<file path="config.mk">
export PLATFORM = sky130hd
export DESIGN_NAME = caliptra_fpga_sync_apb_master
export DESIGN_NICKNAME = d
export VERILOG_FILES = /design/src/rtl/caliptra_fpga_sync_apb_master.sv
export SDC_FILE = /design/constraint.sdc
export NUM_CORES = 1
export LEC_CHECK = 0
export BUFFER_PORTS_ARGS = -buffer_cell sky130_fd_sc_hd__buf_2
export CORE_ASPECT_RATIO = 0.75
export CORE_MARGIN = 2
export CORE_UTILIZATION = 25
export CTS_CLUSTER_DIAMETER = 200
export DETAILED_ROUTE_END_ITERATION = 8
export HOLD_SLACK_MARGIN = 0.02
export SLEW_MARGIN = 15
export SYNTH_ARGS = -nofsm -noshare
export SYNTH_HDL_FRONTEND = slang
export SYNTH_SLANG_ARGS = --single-unit
</file>
<file path="constraint.sdc">
create_clock -name aclk -period 10.5 [get_ports aclk]
set_input_delay 1.575 -clock aclk [delete_from_list [all_inputs] [get_ports aclk]]
set_output_delay 1.575 -clock aclk [all_outputs]
set_load 0.05 [all_outputs]
</file>
<file path="src/rtl/caliptra_fpga_sync_apb_master.sv">
// Single-transfer APB master: host req/rsp handshake on aclk, APB phases gated by slv_clk_en.
// Optional ACCESS-phase abort counter enabled by CALIPTRA_FPGA_SYNC_APB_TIMEOUT_EN.
module caliptra_fpga_sync_apb_master #(
  parameter int ADDR_W         = 32,
  parameter int DATA_W         = 32,
  parameter int USER_W         = 32,
  parameter int TIMEOUT_CYCLES = 1024
) (
  input  logic              aclk,
  input  logic              rst,
  input  logic              slv_clk_en,
  input  logic              req_valid,
  output logic              req_ready,
  input  logic              req_write,
  input  logic [ADDR_W-1:0] req_addr,
  input  logic [DATA_W-1:0] req_wdata,
  input  logic [2:0]        req_pprot,
  input  logic [USER_W-1:0] req_pauser,
  output logic              rsp_valid,
  input  logic              rsp_ready,
  output logic [DATA_W-1:0] rsp_rdata,
  output logic              rsp_slverr,
  output logic              rsp_timeout,
  output logic [ADDR_W-1:0] PADDR,
  output logic [2:0]        PPROT,
  output logic [USER_W-1:0] PAUSER,
  output logic [DATA_W-1:0] PWDATA,
  output logic              PWRITE,
  output logic              PSEL,
  output logic              PENABLE,
  input  logic [DATA_W-1:0] PRDATA,
  input  logic              PREADY,
  input  logic              PSLVERR,
  output logic [1:0]        dbg_state
);

  // Handshakes: a transfer happens on the aclk edge where valid and ready are both 1;
  // valid may not depend on ready, and a raised rsp_valid holds its fields until taken.
  typedef enum logic [1:0] {
    ST_IDLE   = 2'd0,
    ST_SETUP  = 2'd1,
    ST_ACCESS = 2'd2,
    ST_RESP   = 2'd3
  } state_e;

  state_e              state_q;
  logic                req_ready_q;
  logic                psel_q;
  logic                penable_q;
  logic [ADDR_W-1:0]   paddr_q;
  logic [2:0]          pprot_q;
  logic [USER_W-1:0]   pauser_q;
  logic [DATA_W-1:0]   pwdata_q;
  logic                pwrite_q;
  logic                rsp_valid_q;
  logic [DATA_W-1:0]   rsp_rdata_q;
  logic                rsp_slverr_q;

`ifdef CALIPTRA_FPGA_SYNC_APB_TIMEOUT_EN
  localparam int CW = $clog2(TIMEOUT_CYCLES + 1);
  logic [CW-1:0]       cnt_q;
  logic                rsp_timeout_q;
`else
  localparam int unused_timeout_cycles = TIMEOUT_CYCLES;
`endif

  always_ff @(posedge aclk or posedge rst) begin
    if (rst) begin
      state_q       <= ST_IDLE;
      req_ready_q   <= 1'b1;
      psel_q        <= 1'b0;
      penable_q     <= 1'b0;
      paddr_q       <= '0;
      pprot_q       <= '0;
      pauser_q      <= '0;
      pwdata_q      <= '0;
      pwrite_q      <= 1'b0;
      rsp_valid_q   <= 1'b0;
      rsp_rdata_q   <= '0;
      rsp_slverr_q  <= 1'b0;
`ifdef CALIPTRA_FPGA_SYNC_APB_TIMEOUT_EN
      cnt_q         <= '0;
      rsp_timeout_q <= 1'b0;
`endif
    end else begin
      case (state_q)
        ST_IDLE: begin
          if (req_valid) begin
            state_q     <= ST_SETUP;
            req_ready_q <= 1'b0;
            psel_q      <= 1'b1;
            paddr_q     <= req_addr;
            pprot_q     <= req_pprot;
            pauser_q    <= req_pauser;
            pwdata_q    <= req_wdata;
            pwrite_q    <= req_write;
          end
        end
        ST_SETUP: begin
          // The slave samples SETUP only at an edge where its gated clock ticks.
          if (slv_clk_en) begin
            state_q   <= ST_ACCESS;
            penable_q <= 1'b1;
`ifdef CALIPTRA_FPGA_SYNC_APB_TIMEOUT_EN
            cnt_q     <= '0;
`endif
          end
        end
        ST_ACCESS: begin
          if (slv_clk_en && PREADY) begin
            state_q      <= ST_RESP;
            psel_q       <= 1'b0;
            penable_q    <= 1'b0;
            paddr_q      <= '0;
            pprot_q      <= '0;
            pauser_q     <= '0;
            pwdata_q     <= '0;
            pwrite_q     <= 1'b0;
            rsp_valid_q  <= 1'b1;
            rsp_rdata_q  <= pwrite_q ? '0 : PRDATA;
            rsp_slverr_q <= PSLVERR;
          end
`ifdef CALIPTRA_FPGA_SYNC_APB_TIMEOUT_EN
          else if (slv_clk_en) begin
            // This stalled tick is the TIMEOUT_CYCLES-th one: abort instead of counting on.
            if (cnt_q == CW'(TIMEOUT_CYCLES - 1)) begin
              state_q       <= ST_RESP;
              psel_q        <= 1'b0;
              penable_q     <= 1'b0;
              paddr_q       <= '0;
              pprot_q       <= '0;
              pauser_q      <= '0;
              pwdata_q      <= '0;
              pwrite_q      <= 1'b0;
              rsp_valid_q   <= 1'b1;
              rsp_rdata_q   <= '0;
              rsp_slverr_q  <= 1'b1;
              rsp_timeout_q <= 1'b1;
            end else begin
              cnt_q <= cnt_q + CW'(1);
            end
          end
`endif
        end
        ST_RESP: begin
          if (rsp_ready) begin
            state_q       <= ST_IDLE;
            req_ready_q   <= 1'b1;
            rsp_valid_q   <= 1'b0;
            rsp_rdata_q   <= '0;
            rsp_slverr_q  <= 1'b0;
`ifdef CALIPTRA_FPGA_SYNC_APB_TIMEOUT_EN
            rsp_timeout_q <= 1'b0;
`endif
          end
        end
        default: state_q <= ST_IDLE;
      endcase
    end
  end

  assign req_ready  = req_ready_q;
  assign rsp_valid  = rsp_valid_q;
  assign rsp_rdata  = rsp_rdata_q;
  assign rsp_slverr = rsp_slverr_q;
`ifdef CALIPTRA_FPGA_SYNC_APB_TIMEOUT_EN
  assign rsp_timeout = rsp_timeout_q;
`else
  assign rsp_timeout = 1'b0;
`endif
  assign PADDR     = paddr_q;
  assign PPROT     = pprot_q;
  assign PAUSER    = pauser_q;
  assign PWDATA    = pwdata_q;
  assign PWRITE    = pwrite_q;
  assign PSEL      = psel_q;
  assign PENABLE   = penable_q;
  assign dbg_state = state_q;

endmodule

</file>
After elaboration in Yosys (flattened, before gate mapping)
Index checks and enable logic that the tools add are counted.

Logic and storage cells: 64. ROM bits: 0. Register bits: 139. Output and inout bits: 140. Input bits: 139. Memories: 0. Bits in writable memories: 0. Latch bits: 0.

$lt $le $gt $ge: 0. Multiplexer cells: 34. Add/sub/neg operators: 0. Shift-type cells: 0. Multipliers: 0. Reduce and logical (&&, ||, !) cells: 11. Bitwise logic cells: 0. Equality and inequality tests: 7. Divide/modulo/power cells: 0.

Operators with widths (number): $pmux 32 s2 (4); $mux 32 (7); $pmux 1 s2 (6); $reduce_and 3->1 (4); $mux 1 (9); $mux 2 (4); $ne 2x2->1 const B (4); $pmux 2 s4 (1); $reduce_bool 2->1 (4); $mux 3 (2); $pmux 3 s2 (1); $eq 2x2->1 const B (2); $reduce_and 4->1 (1); $eq 2x1->1 const B (1); $logic_not 2->1 (1); $logic_and 1x1->1 (1).

Longest topological paths before layout
Depth in word-level cells: 3. Mapped depth: 8. Depth with buffers taken out: 5.

Least setup slack after synthesis
No wires, ideal clock.

Path kind: input -> register. From: in slv_clk_en. To: reg rsp_slverr_q (netlist: rsp_slverr). Required time: 10375 ps. Arrival: 2459 ps. Buffers on the path: 1. Setup slack: 7916 ps. Setup time: 125 ps. Stages: 4. Cell sequence: nand2_1 a211oi_1 buf_2 mux2_2.

Word-level cells in the longest chain between the ends: 3.

RTL lines: start: declaration (line 11) `input logic slv_clk_en,`; $logic_and 1x1->1 (line 110) `if (slv_clk_en && PREADY) begin`; $ne 2x2->1 (no line); $reduce_and 3->1 (no line); end signal: assignment (line 80) `rsp_slverr_q <= 1'b0;`; end signal: assignment (line 121) `rsp_slverr_q <= PSLVERR;`; end signal: assignment (line 151) `rsp_slverr_q <= 1'b0;`; end: declaration (line 57) `logic rsp_slverr_q;`.

No other way between the ends. A chain may end at the register's enable or synchronous reset.

Worst setup path after layout
From: in req_valid. To: reg paddr_q[18] (netlist: PADDR[18]).

Word-level cells in the longest chain between the ends: 2.

RTL lines: start: declaration (line 12) `input logic req_valid,`; $ne 2x2->1 (no line); $reduce_and 3->1 (no line); end signal: assignment (line 92) `paddr_q <= req_addr;`; end: declaration (line 50) `logic [ADDR_W-1:0] paddr_q;`.

No other way between the ends.

==> flow_summary.toml <==
[floorplan]
die_w_um = 176
io_pins = 279
die_area_um2 = 23400
core-area_um2 = 21900
initial_utilization_pct = 25.3
die_h_um = 133
num_rows = 47

[cts]
cts-root-buf = "clkbuf_16"
ctsLongestPathBuffers = 2
cts_tree = "yes"
cts_made_buffers = 17
cts_sinks = 139
worstSkewPairLatency_ns = 0.42
h-tree-depth = 4
post_cts_buffers = 0
path_clk_slew_ns = 0.06
postCtsResizedCells = 0
cts_hold_buf = 0

[global_routing]
grt_max_degree = 82
grt_pass1_wl_um = 23200
antenna_found_initial = 0
grt_overflow = 0
gr-usage-all-layers_pct = 12.8
grt_pass1_vias = 4206

[setup_path]
reg2reg_depth = 6
crit_type = "input pin to register"
path_cells = "buf_2 > nand2_1 > nor2_4 > buf_4 > a22o_1"
crit_start = "req_valid"
rrSetupSlack_ns = 7.30
rr_startpoint = "dbg_state[1]"
setup.worst_path.end_class = "register"
cp.arrival_ns = 3.61
reg2reg_to = "PADDR[18]"
crit_required_ns = 10.85
critical_path_cell_count = 5
crit_family = "simple AND/OR/NAND/NOR gates"
cp-endpoint = "PADDR[18]"
crit_slowest_cell = "nor2_4"
critPathLaunchType = "input pin"
crit_fanout = 48
critPathBufInv = 2
max_stage_delay_ns = 0.77

[timing]
final_hold_viol_count = 0
fin_crit_sh_pct = 31.0
skew_ns = 0.0148
whs_ns = 0.490
tns_ns = 0
drv_slew = 0
setup_violations = 0
finalCriticalPeriod_ns = 3.26
rsz0062_at_grt = "false"
max_freq_ghz = 0.307
slew_headroom_pct = 35.9
worstMarginPinSlew_ns = 0.959

[place]
dpl.hpwl_um = 10500
io_buffers = 277
gp_congestion = 0.731

[yosys]
synth.distinct_cells = 25
yosysSeqAreaShare_pct = 62.8
syn_inst = 426
syn_avg_cell_area_um2 = 13.0
ys_warn_count = 0
synth_nets = 570
syn_area_um2 = 5540
synth-seq-cells = 139

[route]
postRouteAntennaNets = 0
first_iter_violations = 246
dr.pass1.iters = 4
drc = 0
drt_wl_total_um = 15100
avgRoutedWirePerCell_um = 15.1
via_per_inst = 4.24
vias = 4247

[cells_and_area]
fillerInstances = 2206
synthToLayoutAreaGrowth_pct = 39.7
drive_gt1_share_pct = 45.5
final_nets = 838
antenna-diode-count = 0

[hold_path]
whs_path_depth = 1
hp-class = "register to register"

[status]
outcome = "finished clean"

[job]
max_cap_viol_count = 0
[per-stage QoR]
step	setup slack, ns	util, %	cells	instance area (µm²)
CTS	7.28	35.3	1001	7740
floorplan	5.20	-	426	5540
global placement	6.80	32.5	969	7130
global route	6.99	35.3	1001	7740
finish	7.24	35.3	1001	7740
detailed placement	6.80	32.5	969	7130
[final cells by class]
class                      instances  area [µm²]  share of cell area [%]
sequential                       139        3480                    44.9
multi-input combinational        218        1720                    22.2
timing repair buffer             282        1420                    18.4
clock buffer                      18         429                    5.54
tap                              294         368                    4.75
clock inverter                    14         185                    2.39
inverter                          36         140                    1.81
[cell families (layout without fill, tap and decap cells)]
kind of cell	count (synthesis)	after routing	share of synthesized area [%]
mux	36	36	6.54
simple gates	55	55	4.45
buf+inv	69	350	6.66
fa+ha+maj	5	5	1.13
compound gates	121	121	18.4
other cells	1	1	0.0676
flops	139	139	62.8
[flip-flops by register name (all words and copies together), names as in the netlist]
signal and count:
rsp_rdata 32, dbg_state 2, PADDR 32, req_ready 1, PWDATA 32, PWRITE 1, PSEL 1, PAUSER 32
rsp_valid 1, PPROT 3, PENABLE 1, rsp_slverr 1
[cell usage in the layout, fill, tap and decap left out, types with 2 or more instances in the layout]
cell        count
a22o_1         89
inv_1          35
mux2i_1        34
inv_6           5
mux2_2          2
buf_4           5
nor2_1          3
bufinv_16       3
a31oi_1        11
nor2b_1        15
o2bb2ai_1      11
a21o_1          2
a21oi_1         3
clkinvlp_4      3
clkinv_4        3
clkbuf_16      17
dfrtp_1       138
nand2_1        35
ha_1            5
buf_2         277
[how the worst min path moves through the flow]
stage	startpoint	end	slack, ns
floorplan	req_ready	req_ready	0.63
global placement	PSEL	PSEL	0.46
detailed placement	PSEL	PSEL	0.47
CTS	PSEL	PSEL	0.49
global route	PAUSER[18]	PAUSER[18]	0.51
finish	PAUSER[25]	PAUSER[25]	0.49
[cell usage after synthesis]
cell type | n | share of area [%]
inv_1 | 36 | 2.4
dfrtp_1 | 138 | 62
conb_1 | 1 | 0.068
o2bb2ai_1 | 11 | 1.7
nand2_1 | 35 | 2.4
o21ai_0 | 1 | 0.090
a2111oi_2 | 1 | 0.27
a2bb2oi_1 | 1 | 0.16
a211o_1 | 1 | 0.16
buf_4 | 2 | 0.27
buf_6 | 13 | 2.6
mux2i_1 | 34 | 6.1
a21o_1 | 2 | 0.27
clkbuf_1 | 14 | 0.95
dfstp_2 | 1 | 0.47
nor2_1 | 4 | 0.27
a211oi_1 | 1 | 0.14
nor2_2 | 1 | 0.11
buf_2 | 4 | 0.36
a22o_1 | 89 | 14
ha_1 | 5 | 1.1
mux2_2 | 2 | 0.41
a21oi_1 | 3 | 0.27
nor2b_1 | 15 | 1.7
a31oi_1 | 11 | 1.2
[layer usage]
| layer | global-route usage [%] | vias to the layer above | wire (µm) |
|---|---|---|---|
| li1 | - | 2043 | - |
| met1 | 18.2 | 2018 | 7510 |
| met2 | 18.4 | 173 | 6400 |
| met3 | 4.31 | 13 | 1030 |
| met4 | 3.63 | 0 | 164 |
| met5 | 0 | - | 0 |
Power is left out: the tool's default activity adds up to more than one toggle a clock period on the data nets, which glitch-free logic cannot reach.
